**src/rtl/ssd_scan_n_if.sv**
```systemverilog
// ssd_scan_n_if: load/mask/control inputs and scan outputs of the seven-segment scanner.
// Brightness exists only when SSD_BRIGHTNESS_EN is defined.
interface ssd_scan_n_if #(parameter int NUM_DIGITS = 4) ();
    logic                    Load;
    logic [4*NUM_DIGITS-1:0] Value;
    logic [NUM_DIGITS-1:0]   DpMask;
    logic [NUM_DIGITS-1:0]   BlankMask;
    logic                    LzSuppress;
    logic                    Active;
`ifdef SSD_BRIGHTNESS_EN
    logic [3:0]              Brightness;
`endif
    logic                    Pending;
    logic                    Frame;
    logic [NUM_DIGITS-1:0]   Enables;
    logic [7:0]              Cathodes;

    modport master (
        output Load, Value, DpMask, BlankMask, LzSuppress, Active,
`ifdef SSD_BRIGHTNESS_EN
        output Brightness,
`endif
        input  Pending, Frame, Enables, Cathodes
    );

    modport slave (
        input  Load, Value, DpMask, BlankMask, LzSuppress, Active,
`ifdef SSD_BRIGHTNESS_EN
        input  Brightness,
`endif
        output Pending, Frame, Enables, Cathodes
    );
endinterface

```
**src/rtl/ssd_scan_n.sv**
```systemverilog
// ssd_scan_n: N-digit seven-segment scanner with frame-aligned double-buffered load.
// SSD_BRIGHTNESS_EN adds a per-slot duty control on the enables.
module ssd_scan_n #(
    parameter int NUM_DIGITS     = 4,
    parameter int CLKS_PER_DIGIT = 50000,
    parameter int ACTIVE_LOW     = 1
) (
    input logic         Clk,
    input logic         Reset,
    ssd_scan_n_if.slave bus
);
    localparam int CW = $clog2(CLKS_PER_DIGIT);
    localparam int IW = $clog2(NUM_DIGITS);
    localparam int VW = 4 * NUM_DIGITS;
    localparam logic [NUM_DIGITS-1:0] EN_OFF = ACTIVE_LOW != 0 ? '1 : '0;
    localparam logic [7:0] CAT_OFF = ACTIVE_LOW != 0 ? 8'hFF : 8'h00;
    // segments {a,b,c,d,e,f,g}, active-high
    localparam logic [6:0] SEG [16] = '{7'h7E, 7'h30, 7'h6D, 7'h79, 7'h33, 7'h5B, 7'h5F, 7'h70,
                                        7'h7F, 7'h7B, 7'h77, 7'h1F, 7'h4E, 7'h3D, 7'h4F, 7'h47};

    logic [CW-1:0]         cnt_q, cnt_d;
    logic [IW-1:0]         idx_q, idx_d;
    logic                  pend_q, pend_d;
    logic [VW-1:0]         sv_q, sv_d, dv_q, dv_d;
    logic [NUM_DIGITS-1:0] sd_q, sd_d, sb_q, sb_d, dd_q, dd_d, db_q, db_d;
    logic [NUM_DIGITS-1:0] en_q, en_d, onehot;
    logic [7:0]            cat_q, cat_d, seg;
    logic [NUM_DIGITS:0]   zhi;
    logic [3:0]            nib;
    logic                  term, last, frame, dark, lit;

    always_comb begin
        term   = cnt_q == CW'(CLKS_PER_DIGIT - 1);
        last   = idx_q == IW'(NUM_DIGITS - 1);
        frame  = term && last;
        cnt_d  = term ? '0 : cnt_q + 1'b1;
        idx_d  = term ? (last ? '0 : idx_q + 1'b1) : idx_q;
        sv_d   = bus.Load ? bus.Value : sv_q;
        sd_d   = bus.Load ? bus.DpMask : sd_q;
        sb_d   = bus.Load ? bus.BlankMask : sb_q;
        pend_d = bus.Load ? !frame : pend_q && !frame;
        // a Load landing on the frame cycle bypasses the shadow
        {dv_d, dd_d, db_d} = (frame && bus.Load) ? {bus.Value, bus.DpMask, bus.BlankMask} :
                             (frame && pend_q)   ? {sv_q, sd_q, sb_q} : {dv_q, dd_q, db_q};
        zhi[NUM_DIGITS] = 1'b1;
        for (int i = NUM_DIGITS - 1; i >= 0; i--) zhi[i] = zhi[i+1] && dv_q[4*i +: 4] == 4'h0;
        nib    = dv_q[4*int'(idx_q) +: 4];
        dark   = db_q[idx_q] || (bus.LzSuppress && idx_q != '0 && zhi[idx_q]);
        seg    = dark ? 8'h00 : {SEG[nib], dd_q[idx_q]};
        cat_d  = ACTIVE_LOW != 0 ? ~seg : seg;
`ifdef SSD_BRIGHTNESS_EN
        lit    = bus.Active && int'(cnt_q) < (int'(bus.Brightness) + 1) * CLKS_PER_DIGIT / 16;
`else
        lit    = bus.Active;
`endif
        onehot = NUM_DIGITS'(1) << idx_q;
        en_d   = lit ? (ACTIVE_LOW != 0 ? ~onehot : onehot) : EN_OFF;
    end

    always_ff @(posedge Clk) begin
        if (Reset) begin
            cnt_q  <= '0;
            idx_q  <= '0;
            pend_q <= 1'b0;
            {sv_q, sd_q, sb_q, dv_q, dd_q, db_q} <= '0;
            en_q   <= EN_OFF;
            cat_q  <= CAT_OFF;
        end else begin
            cnt_q  <= cnt_d;
            idx_q  <= idx_d;
            pend_q <= pend_d;
            {sv_q, sd_q, sb_q, dv_q, dd_q, db_q} <= {sv_d, sd_d, sb_d, dv_d, dd_d, db_d};
            en_q   <= en_d;
            cat_q  <= cat_d;
        end
    end

    assign bus.Pending  = pend_q;
    assign bus.Frame    = frame;
    assign bus.Enables  = en_q;
    assign bus.Cathodes = cat_q;
endmodule

```
**src/flat_wrapper.sv**
```systemverilog
// flat-port wrapper written by rule: the top's interface ports become plain ports
module ssd_scan_n_flat 
#(
    parameter int NUM_DIGITS     = 4,
    parameter int CLKS_PER_DIGIT = 50000,
    parameter int ACTIVE_LOW     = 1
)
  (Clk, Reset, bus_Load, bus_Value, bus_DpMask, bus_BlankMask, bus_LzSuppress, bus_Active, bus_Pending, bus_Frame, bus_Enables, bus_Cathodes);
  ssd_scan_n_if #(.NUM_DIGITS(NUM_DIGITS)) bus_i ();
  input logic Clk;
  input logic Reset;
  input wire logic [$bits(bus_i.Load)-1:0] bus_Load;
  input wire logic [$bits(bus_i.Value)-1:0] bus_Value;
  input wire logic [$bits(bus_i.DpMask)-1:0] bus_DpMask;
  input wire logic [$bits(bus_i.BlankMask)-1:0] bus_BlankMask;
  input wire logic [$bits(bus_i.LzSuppress)-1:0] bus_LzSuppress;
  input wire logic [$bits(bus_i.Active)-1:0] bus_Active;
  output wire logic [$bits(bus_i.Pending)-1:0] bus_Pending;
  output wire logic [$bits(bus_i.Frame)-1:0] bus_Frame;
  output wire logic [$bits(bus_i.Enables)-1:0] bus_Enables;
  output wire logic [$bits(bus_i.Cathodes)-1:0] bus_Cathodes;
  assign bus_i.Load = bus_Load;
  assign bus_i.Value = bus_Value;
  assign bus_i.DpMask = bus_DpMask;
  assign bus_i.BlankMask = bus_BlankMask;
  assign bus_i.LzSuppress = bus_LzSuppress;
  assign bus_i.Active = bus_Active;
  assign bus_Pending = bus_i.Pending;
  assign bus_Frame = bus_i.Frame;
  assign bus_Enables = bus_i.Enables;
  assign bus_Cathodes = bus_i.Cathodes;
  ssd_scan_n #(.NUM_DIGITS(NUM_DIGITS), .CLKS_PER_DIGIT(CLKS_PER_DIGIT), .ACTIVE_LOW(ACTIVE_LOW)) u_core (.Clk(Clk), .Reset(Reset), .bus(bus_i));
endmodule
```
**config.mk**
```make
export PLATFORM = sky130hd
export DESIGN_NAME = ssd_scan_n_flat
export DESIGN_NICKNAME = d
export VERILOG_FILES = /design/src/rtl/ssd_scan_n_if.sv /design/src/rtl/ssd_scan_n.sv /design/src/flat_wrapper.sv
export SDC_FILE = /design/constraint.sdc
export NUM_CORES = 1
export LEC_CHECK = 0
export ABC_AREA = 1
export CAP_MARGIN = 20
export CORE_MARGIN = 2
export CORE_UTILIZATION = 51
export DETAILED_ROUTE_END_ITERATION = 6
export GPL_TIMING_DRIVEN = 0
export PLACE_DENSITY = 0.76
export SYNTH_ARGS = -nofsm -noshare
export SYNTH_HDL_FRONTEND = slang
export SYNTH_SLANG_ARGS = --single-unit
```
**constraint.sdc**
```tcl
create_clock -name Clk -period 1.74 [get_ports Clk]
set_clock_uncertainty 0.05 [all_clocks]
set_input_delay 0.348 -clock Clk [delete_from_list [all_inputs] [get_ports Clk]]
set_output_delay 0.348 -clock Clk [all_outputs]
set_load 0.1 [all_outputs]
```
Yosys cells after proc, flatten, opt, wreduce, memory -nomap -nowiden
Memories as Yosys holds them, arrays and structs flattened.
Index checks and enable logic that the tools add are counted.
{ "totals": {"ff_bits": 79, "romBits": 112, "wordCells": 57, "mem_count": 1} }
{ "classes": {"n_addsub": 2, "magnitude_cmp": 3, "eq_ne": 2, "shift": 2, "muxes": 13, "bitwise": 4, "n_reduce_logical": 19} }
{ "mem_list": {"columns": ["memory", "depth", "width", "read_ports", "rd_clocked_by_memory_dff", "write_ports", "line", "source"], "rows": [
  ["(no name shown)", 16, 7, 1, 0, 0, "ssd_scan_n.sv:49", "seg = dark ? 8'h00 : {SEG[nib], dd_q[idx_q]};"]
]} }
{ "ops": {"columns": ["cell", "count"], "rows": [
  ["2-to-1 mux 24 bit", 2],
  ["adder 16 x 1 -> 16 bit (second input constant)", 1],
  ["== test 16 bit (second input constant)", 1],
  ["zero test 4 bit", 4],
  ["indexed part select 16 x 5 -> 4 bit", 1],
  ["2-to-1 mux 7 bit", 2],
  ["logical AND 1 bit", 9],
  ["2-to-1 mux 8 bit", 1],
  ["NOT 8 bit", 1],
  ["binary-select mux 1 bit (select 2 bit)", 3],
  ["greater-or-equal comparator 5 bit (second input constant)", 1],
  ["NOT 4 -> 5 bit", 1],
  ["< comparator 2 x 4 -> 1 bit (second input constant)", 1],
  ["2-to-1 mux 1 bit", 4],
  ["NOT 4 bit", 1],
  ["nonzero test 2 bit", 2],
  ["OR reduction 2 bit", 2],
  ["<< shifter 1 x 2 -> 4 bit (first input constant)", 1],
  ["< comparator 2 x 3 -> 1 bit (second input constant)", 1],
  ["adder 2 x 1 -> 2 bit (second input constant)", 1],
  ["== test 2 bit (second input constant)", 1],
  ["2-to-1 mux 2 bit", 1],
  ["zero test 1 bit", 1],
  ["logical OR 1 bit", 1],
  ["NOT 1 bit", 1]
]} }

Logic depth before layout (Yosys ltp)
Gate-level depths: netlist of run 1.
{ "depth": {"depth_word": 10, "ltp_mapped": 11, "ltp_nobuf": 10} }

Least setup slack after synthesis of run 1
OpenSTA, ideal clock, no wires.
{ "synth_path": {"path_kind": "register to output", "start": "register u_core.cnt_q[0]", "end": "output bus_Frame", "arrival_time_ns": 1.796, "slack_ns": -0.454, "stages_incl_launch_ff": 7, "n_path_buf": 1, "cell_sequence": "dfxtp_1 ha_1 nand3_2 nor2_1 nand4_1 buf_2 inv_1"} }
{ "synth_between": {"elab_chain_len": 2} }
{ "synth_lines": {"columns": ["element", "line", "source"], "rows": [
  ["start, declared", "ssd_scan_n.sv:21", "logic [CW-1:0] cnt_q, cnt_d;"],
  ["start signal, assigned", "ssd_scan_n.sv:69", "cnt_q <= cnt_d;"],
  ["== test 16 bit", "ssd_scan_n.sv:33", "term = cnt_q == CW'(CLKS_PER_DIGIT - 1);"],
  ["logical AND 1 bit", "ssd_scan_n.sv:35", "frame = term && last;"],
  ["end, declared", "flat_wrapper.sv:19", "output wire logic [$bits(bus_i.Frame)-1:0] bus_Frame;"]
]} }
No other way between the ends.

Final worst setup path of run 1
Ends and elaborated chain as after synthesis.

==> metrics, run 1 <==
FF-to-FF End u_core.bus.Cathodes[4]$_SDFF_PP1_; vias in the first global route 3479; root buf cell clkbuf_8; CP required 1.34 ns; status finished with violations; clock transition at the registers of the reported paths 0.08 ns; Fill cells 559; Vias 3969; final number of hold-violating endpoints 0; io pins 43; CP Capture Type output pin; Slew @ Worst Pin 0.575 ns; hold buffers post-CTS 0; Final WS setup -0.382 ns; Num CTS Buffers 9; VDD IR max 0.000626 V; Ys Warns 0; CORE AREA 7290 µm²; critical path cell sequence ha_4 > nand3_4 > nor2_4 > nand4_1 > buf_6 > clkinvlp_4 > buf_12; first-pass GRT wire length 15600 µm; Die H 90.8 µm; cell with the most instances after synthesis nand2_1; Post-synth ARST share 0%; row cnt 31; pwr dens 678 nW/µm²; WHS 0.387 ns; Synth top area share 41.2%; Tot GR Track Use 23.0%; Starting Density 52.7%; Slew headroom 61.9%; DRT iter0 DRCs 277; Leakage 2.50 nW; First-pass DRT Iterations 5; I/O Buffers 40; WL final 10300 µm; period utilisation layout 122%; hpwl dp 6240 µm; most frequent cells after synthesis nand2_1, inv_1, nor2_1; Seq/Total Area, Yosys 41.2%; Die ar. 8240 µm²; initial antenna violation count 0; Final min period 2.12 ns; Peak Freq 471 MHz; ys flop type dfxtp_1; Nets 710; Worst Hold End u_core.sv_q[3]$_SDFFE_PP0P_; Clk Latency, worst-skew pair 0.36 ns; failing checks negative setup slack; RSZ-0062 raised after global routing yes; Final ANT Viol Nets 0; GRT overflow 0; CP arrival 1.72 ns; Synth area leader dfxtp_1; area growth from synthesis to layout 41.0%; n_diodes 0; CTS tree yes; Bufs on Longest Clock Path 2; Total Power 3.67 mW; Mapped Nets 623; share of cells above drive strength 1 24.9%; Clock H-tree levels 3; clk sinks 79; DR WL/cell 13.3 µm; R2R depth 10; worst-path maximum fanout 2; crit path launch type flop; mapped cell area 3840 µm²; cells after synthesis 583; Synth area leaders dfxtp_1, nand2_1, inv_1; CP peak stage delay 0.37 ns; Reg2Reg Setup Slack -0.08 ns; MaxCap Viol Count 0; FF-to-FF Start u_core.idx_q[0]$_SDFFE_PP0N_; max-slew violation count 0; Slowest cell on crit path dfxtp_4; drt drc 0; synthesized area per cell 6.59 µm²; Die X-Extent 90.8 µm; Synth Register Bits 79; EDFF count, synth 0; min-delay worst type in -> reg; Hold Path Cell Cnt 2; Hold Startpoint Reset; gpl congestion 0.890; # setup viols final 7; Netlist cell types 31; largest net degree at the start of global routing 13; Setup Crit Path Kind reg -> out; drt via density 5.13
==> worst max path at each step <==
stage	startpoint	endpoint	slack [ns]	depth (start not counted)
2_1_floorplan	u_core.cnt_q[1]$_SDFF_PP0_	bus_Frame	-0.09	6
3_3_place_gp	u_core.idx_q[0]$_SDFFE_PP0N_	bus_Frame	-1.24	5
3_5_place_dp	u_core.idx_q[0]$_SDFFE_PP0N_	bus_Frame	-1.28	5
4_1_cts	u_core.cnt_q[0]$_SDFF_PP0_	bus_Frame	-0.33	7
5_1_grt	u_core.cnt_q[6]$_SDFF_PP0_	bus_Frame	-0.46	8
6_report	u_core.cnt_q[0]$_SDFF_PP0_	bus_Frame	-0.38	7
==> sequential cells by signal, summed over array words and instances (netlist names) <==
name                 count
u_core.cnt_q            16
u_core.idx_q             2
u_core.dd_q              4
u_core.bus.Pending       1
u_core.sv_q             16
u_core.bus.Cathodes      8
u_core.sb_q              4
u_core.sd_q              4
u_core.db_q              4
u_core.dv_q             16
u_core.bus.Enables       4
==> worst max-delay path, delay by kind of cell (launching register included) <==
kind,cells,cell delay [ns]
buffers and inverters,3,0.45
and+or+nand+nor,3,0.39
DFF,1,0.37
adders and majority gates,1,0.15
==> repair_timing <==
item                       in CTS  in global routing
cloned                          0                  4
pin swaps                       8                 30
setup endpoints to repair      39                 40
gates resized for setup        86                106
buffers inserted               17                 16
==> cell type report <==
class                      count  area, µm²  area share (%)
multi-input combinational    384       2140            39.5
sequential                    79       1600            29.5
timing repair buffer          76        779            14.4
inverter                     101        412            7.60
clock buffer                  13        169            3.12
buffer                        19        154            2.84
tap                           99        124            2.29
clock inverter                 3       40.0           0.739
==> metrics by stage <==
| step | utilization [%] | area [µm²] | cells | TNS, ns | setup slack (ns) |
|---|---|---|---|---|---|
| 3_5_place_dp | 60.3 | 4400 | 722 | -7.50 | -1.28 |
| 6_report | 74.3 | 5420 | 774 | -0.687 | -0.382 |
| 4_1_cts | 66.6 | 4860 | 755 | -0.489 | -0.326 |
| 3_3_place_gp | 60.3 | 4400 | 722 | -6.53 | -1.24 |
| 5_1_grt | 74.3 | 5420 | 774 | -2.02 | -0.456 |
| 2_1_floorplan | - | 3880 | 583 | -0.121 | -0.0886 |
==> cell usage in the layout (no fill, tap or decap), types with 9 or more instances in the layout <==
| cell | synthesis | routed |
|---|---|---|
| o21ai_0 | 41 | 28 |
| a21oi_2 | 0 | 16 |
| a21oi_1 | 42 | 25 |
| clkdlybuf4s15_2 | 0 | 13 |
| dfxtp_1 | 79 | 70 |
| o21ai_1 | 1 | 10 |
| clkbuf_8 | 0 | 12 |
| inv_2 | 2 | 10 |
| nor2_1 | 83 | 76 |
| nand3_1 | 21 | 18 |
| inv_1 | 97 | 85 |
| nand2_1 | 155 | 139 |
| nand2_4 | 0 | 10 |
| clkdlybuf4s50_1 | 0 | 26 |
| ha_4 | 0 | 9 |
| buf_4 | 1 | 28 |
==> power breakdown <==
part | leakage [nW] | total [mW] | internal [mW] | switching [mW]
Clock | 0.109 | 1.45 | 0.777 | 0.672
Combinational | 1.74 | 0.357 | 0.129 | 0.228
Sequential | 0.649 | 1.87 | 1.85 | 0.0168
Total | 2.50 | 3.67 | 2.76 | 0.917
==> logic make-up (layout without fill, tap and decap cells) <==
kind of cell             Yosys count  count (layout)  synth area share [%]
multiplexers                       1               1                 0.261
buffers and inverters            121             212                  12.6
XOR/XNOR                           5               5                  1.14
flip-flops                        79              79                  41.2
adder cells (fa/ha/maj)           11              11                  3.58
AND/OR/NAND/NOR                  280             281                  29.9
AO/OA/AOI/OAI                     86              86                  11.3
==> metal layers <==
metal  vias up  part of all wire [%]  global-route usage, %
met3        25                   5.7                   4.26
li1       1963                     -                      -
met2       154                    49                   40.0
met5         -                     0                      0
met4         0                   2.1                   8.71
met1      1827                    43                   28.2
Power figures use the tool's default switching activity.
==> inputs of run 2 (changes only) <==
- CORE_UTILIZATION: 51 -> 53
- CTS_BUF_LIST: not set -> sky130_fd_sc_hd__clkbuf_4 sky130_fd_sc_hd__clkbuf_8
- PLACE_DENSITY: 0.76 -> 0.79
- SLEW_MARGIN: not set -> 20
==> run 2 against run 1 <==
  * The run still ends with negative setup slack left
  * Maximum frequency increased by 1.8%
  * Sequential power about the same
  * Setup slack gained 0.038 ns
  * Count of clock-buffer cells in the layout fell by 1
  * Critical endpoint unchanged
==> metrics, run 2 (synthesis results as in run 1) <==
Tot GR Track Use 24.0% (+1.0 points); Num CTS Buffers 9 (unchanged); CORE AREA 7140 µm² (-2.1%); Starting Density 53.8% (+1.1 points); CP Capture Type output pin; Slowest cell on crit path dfxtp_1; Nets 695 (-2.1%); CP required 1.34 ns (about the same); WL final 9570 µm (-6.7%); # setup viols final 5 (-2); DRT iter0 DRCs 216 (-22%); MaxCap Viol Count 0 (unchanged); GRT overflow 0 (unchanged); root buf cell clkbuf_8; min-delay worst type in -> reg; hpwl dp 6270 µm (+0.46%); share of cells above drive strength 1 19.4% (-5.5 points); clk sinks 79 (unchanged); io pins 43 (unchanged); CTS tree yes; final number of hold-violating endpoints 0 (unchanged); first-pass GRT wire length 15000 µm (-3.7%); status finished with violations; DR WL/cell 12.6 µm (-4.7%); pwr dens 702 nW/µm² (+3.5%); Peak Freq 480 MHz (+1.8%); Bufs on Longest Clock Path 2 (unchanged); Slew @ Worst Pin 0.583 ns (+0.00777 ns); Clk Latency, worst-skew pair 0.35 ns (about the same); Clock H-tree levels 3 (unchanged); n_diodes 0 (unchanged); Final min period 2.08 ns (-0.0383 ns); CP startpoint u_core.cnt_q[7]$_SDFF_PP0_; row cnt 31 (unchanged); period utilisation layout 120% (-2.2 points); RSZ-0062 raised after global routing yes; vias in the first global route 3427 (-1.5%); clock transition at the registers of the reported paths 0.09 ns (about the same); Placed Area 4400 µm² (unchanged); max-slew violation count 0 (unchanged); Setup Crit Path Kind reg -> out; initial antenna violation count 0 (unchanged); Hold Startpoint bus_Load; failing checks negative setup slack; Fill cells 590 (+5.5%); Die X-Extent 89.1 µm (-1.8%); WP buf/inv 3 (unchanged); drt drc 0 (unchanged); commonest cells after routing, fill and taps aside nand2_1, inv_1, nor2_1; CP peak stage delay 0.39 ns (+0.02 ns); critical path cell sequence nor3_2 > nand4_1 > buf_6 > clkinvlp_4 > buf_12; most common cell after layout, fill and taps aside nand2_1; First-pass DRT Iterations 7 (+2); I/O Buffers 40 (unchanged); final instance area 5100 µm² (-5.8%); crit path launch type flop; Die H 89.1 µm (-1.8%); gpl congestion 0.872 (-2.0%); Final ANT Viol Nets 0 (unchanged); Slew headroom 61.2% (-0.70 points); WHS 0.408 ns (+0.0210 ns); drt via density 5.04 (-1.7%); delay-heaviest family, CP simple AND/OR/NAND/NOR gates; area growth from synthesis to layout 32.8%; Final WS setup -0.344 ns (+0.0383 ns); Leakage 2.38 nW (-4.7%); largest net degree at the start of global routing 13 (unchanged); Final Non-Filler Cells 758 (-2.1%); placed cells 722 (unchanged); Die ar. 7950 µm² (-3.6%); CP arrival 1.69 ns (-0.03 ns); VDD IR max 0.000415 V (-34%); Vias 3820 (-3.8%); FF-to-FF Start u_core.cnt_q[1]$_SDFF_PP0_; worst-path maximum fanout 6 (+4)
run 2: metrics by stage:
stage	util [%]	TNS, ns	total power, mW	setup slack [ns]
after floorplan	-	-0.121	2.13	-0.0886
final	71.5	-0.449	3.58	-0.344
after CTS	67.6	-0.425	3.60	-0.287
after global routing	71.5	-2.94	3.73	-0.424
after detailed placement	61.7	-6.88	2.24	-1.22
after global placement	61.7	-6.66	2.24	-1.21
run 2: final cells by class:
cell class | count | area, µm² | area share, %
tap | 99 | 124 | 2.43
inverter | 101 | 408 | 7.99
timing repair buffer | 62 | 629 | 12.3
clock inverter | 3 | 43.8 | 0.858
sequential | 79 | 1600 | 31.3
buffer | 19 | 143 | 2.79
clock buffer | 12 | 153 | 2.99
multi-input combinational | 383 | 2000 | 39.3
run 2: per-layer routing:
layer,wire (µm),global-route usage [%],up-vias
met1,4200,30.6,1787
met5,0,0,-
li1,-,-,1932
met2,4850,41.1,88
met4,127,7.33,0
met3,385,4.71,13
run 2: power breakdown:
group | switching [mW] | internal [mW] | leakage [nW]
Combinational | 0.215 | 0.125 | 1.63
Clock | 0.649 | 0.728 | 0.103
Sequential | 0.0176 | 1.85 | 0.649
run 2: worst register-to-register path, stage by stage, from the launching register on:
cell and delay (ns):
dfxtp_2 0.36, ha_4 0.15, buf_4 0.11, buf_4 0.10, nand2_1 0.09, nor3_4 0.24
nand3_2 0.12, nor2_1 0.24, xor2_1 0.19, nor2_1 0.05
run 2: worst paths after layout:
kind,endpoint,slack (ns),cells after the start
setup / recovery,bus_Frame,-0.34,5
hold / removal,u_core.sd_q[3]$_SDFFE_PP0P_,0.41,3
setup reg to reg,u_core.cnt_q[10]$_SDFF_PP0_,-0.05,9
hold reg to reg,u_core.cnt_q[14]$_SDFF_PP0_,0.44,2
run 2: repair_timing:
action / in CTS / in global routing
cloned: 0 / 1
buffers inserted: 14 / 9
resized for setup: 84 / 62
endpoints found under the setup margin: 34 / 39
hold buffers: 0 / 0
pin swaps: 7 / 18
==> inputs of run 3 (changes only) <==
- GPL_TIMING_DRIVEN: 0 -> not set
- clock period: 1.74 -> 1.8 ns (I/O delays scaled with it)
==> run 3 against run 2 <==
  * Register-to-register slack better by 0.13 ns
  * Wire length is 12% lower
  * Flip-flop and latch count stayed put
  * The run still ends with negative setup slack left
  * Via count is 4.0% lower
==> metrics, run 3 (synthesis results as in run 1) <==
status finished with violations; failing checks negative setup slack; Place WS -0.0272 ns (+1.19 ns); CP required 1.39 ns (+0.05 ns); GRT overflow 0 (unchanged); first-pass GRT wire length 14300 µm (-4.8%); First-pass DRT Iterations 5 (-2); initial antenna violation count 0 (unchanged); Slew @ Worst Pin 0.380 ns (-0.203 ns); Clock H-tree levels 3 (unchanged); area growth from synthesis to layout 28.0%; Total Power 3.61 mW (+0.62%); Fin Setup TNS -0.236 ns (+0.213 ns); drt drc 0 (unchanged); min-delay worst type reg -> reg; final instance area 4920 µm² (-3.7%); CORE AREA 7140 µm² (unchanged); internal power 2.73 mW (+1.0%); Fill cells 617 (+4.6%); Setup Crit Path Kind reg -> out; clk sinks 79 (unchanged); vias in the first global route 3264 (-4.8%); CTS tree yes; Clk network pwr share 40.1% (+1.7 points); Num CTS Buffers 9 (unchanged); WL final 8450 µm (-12%); Final WS setup -0.236 ns (+0.108 ns); Tot GR Track Use 23.1% (-0.92 points); io pins 43 (unchanged); Sw Share 24.3% (-0.30 points); hold buffers post-CTS 0 (unchanged); Nets 681 (-2.0%); Final min period 2.04 ns; VDD IR max 0.000449 V (+8.2%); drt via density 4.92 (-2.3%); row cnt 31 (unchanged); Placed Area 4620 µm² (+4.9%); CP arrival 1.63 ns (-0.06 ns); Final ANT Viol Nets 0 (unchanged); Vias 3668 (-4.0%); Net Sw Power 876 µW (-0.62%); period utilisation layout 113%; worst-path maximum fanout 4 (-2); final number of hold-violating endpoints 0 (unchanged); MaxCap Viol Count 0 (unchanged); Die H 89.1 µm (unchanged); Die X-Extent 89.1 µm (unchanged); Die ar. 7950 µm² (unchanged); Leakage 2.34 nW (-1.8%); Bufs on Longest Clock Path 2 (unchanged); crit path launch type flop; Comb power frac 9.7% (+0.2 points); most common cell after layout, fill and taps aside nand2_1; clock transition at the registers of the reported paths 0.08 ns (about the same); root buf cell clkbuf_8; # setup viols final 1 (-4); pwr dens 734 nW/µm² (+4.4%); commonest cells after routing, fill and taps aside nand2_1, inv_1, nor2_1; n_diodes 0 (unchanged); CP Capture Type output pin; max-slew violation count 0 (unchanged); share of cells above drive strength 1 13.0% (-6.4 points); gpl congestion 0.888 (+1.8%); hpwl dp 6010 µm (-4.0%); sequential fraction of design power 50.3% (-1.8 points); Starting Density 53.8% (unchanged); RSZ-0062 raised after global routing yes; DR WL/cell 11.3 µm (-10%); I/O Buffers 42 (+5.0%); largest net degree at the start of global routing 31 (+18); DRT iter0 DRCs 158 (-27%); Clk Latency, worst-skew pair 0.36 ns (about the same); Peak Freq 491 MHz; Slew headroom 74.4% (+13 points)
## run 3: cell types whose count changed in the layout (fill, tap and decap cells not counted), sizes merged
| cell | before | now |
|---|---|---|
| buf | 35 | 39 |
| bufinv | 1 | 2 |
| clkbuf | 19 | 10 |
| clkdlybuf4s15 | 13 | 0 |
| clkdlybuf4s50 | 26 | 28 |
| clkinvlp | 1 | 3 |
## run 3: what timing repair did
action                     CTS  global route
gates cloned                 0             0
pin swaps                    3             2
gates resized for setup      9            13
buffers inserted             3             1
setup endpoints to repair    4             9
## run 3: through the flow
stage,cells,util [%],hold WS (ns)
after global routing,745,68.9,0.464
after detailed placement,725,64.7,0.391
final,745,68.9,0.445
after floorplan,583,-,0.370
after CTS,744,68.5,0.438
after global placement,725,64.7,0.377
## run 3: power by group through the flow
stage | Combinational (mW) | Clock, mW | Sequential [mW]
after floorplan | 0.133 | 0 | 1.92
after global routing | 0.385 | 1.56 | 1.82
after global placement | 0.338 | 0 | 1.85
after CTS | 0.351 | 1.47 | 1.81
final | 0.349 | 1.44 | 1.81
after detailed placement | 0.345 | 0 | 1.86
## run 3: metal layers
| metal | GRT usage [%] | vias to the layer above | part of all wire, % |
|---|---|---|---|
| met5 | 0 | - | 0 |
| met4 | 10.3 | 0 | 1.8 |
| met3 | 4.89 | 14 | 6.3 |
| met2 | 39.2 | 134 | 49 |
| met1 | 28.2 | 1625 | 43 |
| li1 | - | 1895 | - |
## run 3: worst paths after layout
check	startpoint	endpoint	slack, ns	cells past startpoint
worst max-delay path	u_core.cnt_q[14]$_SDFF_PP0_	bus_Frame	-0.24	5
worst min-delay path	u_core.cnt_q[8]$_SDFF_PP0_	u_core.cnt_q[8]$_SDFF_PP0_	0.44	2
worst max register to register	u_core.cnt_q[14]$_SDFF_PP0_	u_core.dv_q[1]$_SDFFE_PP0P_	0.08	8
worst min register to register	u_core.cnt_q[8]$_SDFF_PP0_	u_core.cnt_q[8]$_SDFF_PP0_	0.44	2
## run 3: area by class of cell
cell class,instances,area (µm²),share of cell area [%]
flip-flops and latches,79,1590,32.4
multi-input cells,383,1840,37.4
repair buffers,67,761,15.5
clock inverters,6,85.1,1.73
clock buffers,10,131,2.67
well taps,99,124,2.52
inverters,101,384,7.81
## run 3: critical path: stages, from the launching register on
cell        delay (ns)
dfxtp_1           0.40
inv_1             0.09
nor3_2            0.19
nand4_1           0.23
clkinvlp_4        0.17
buf_12            0.18
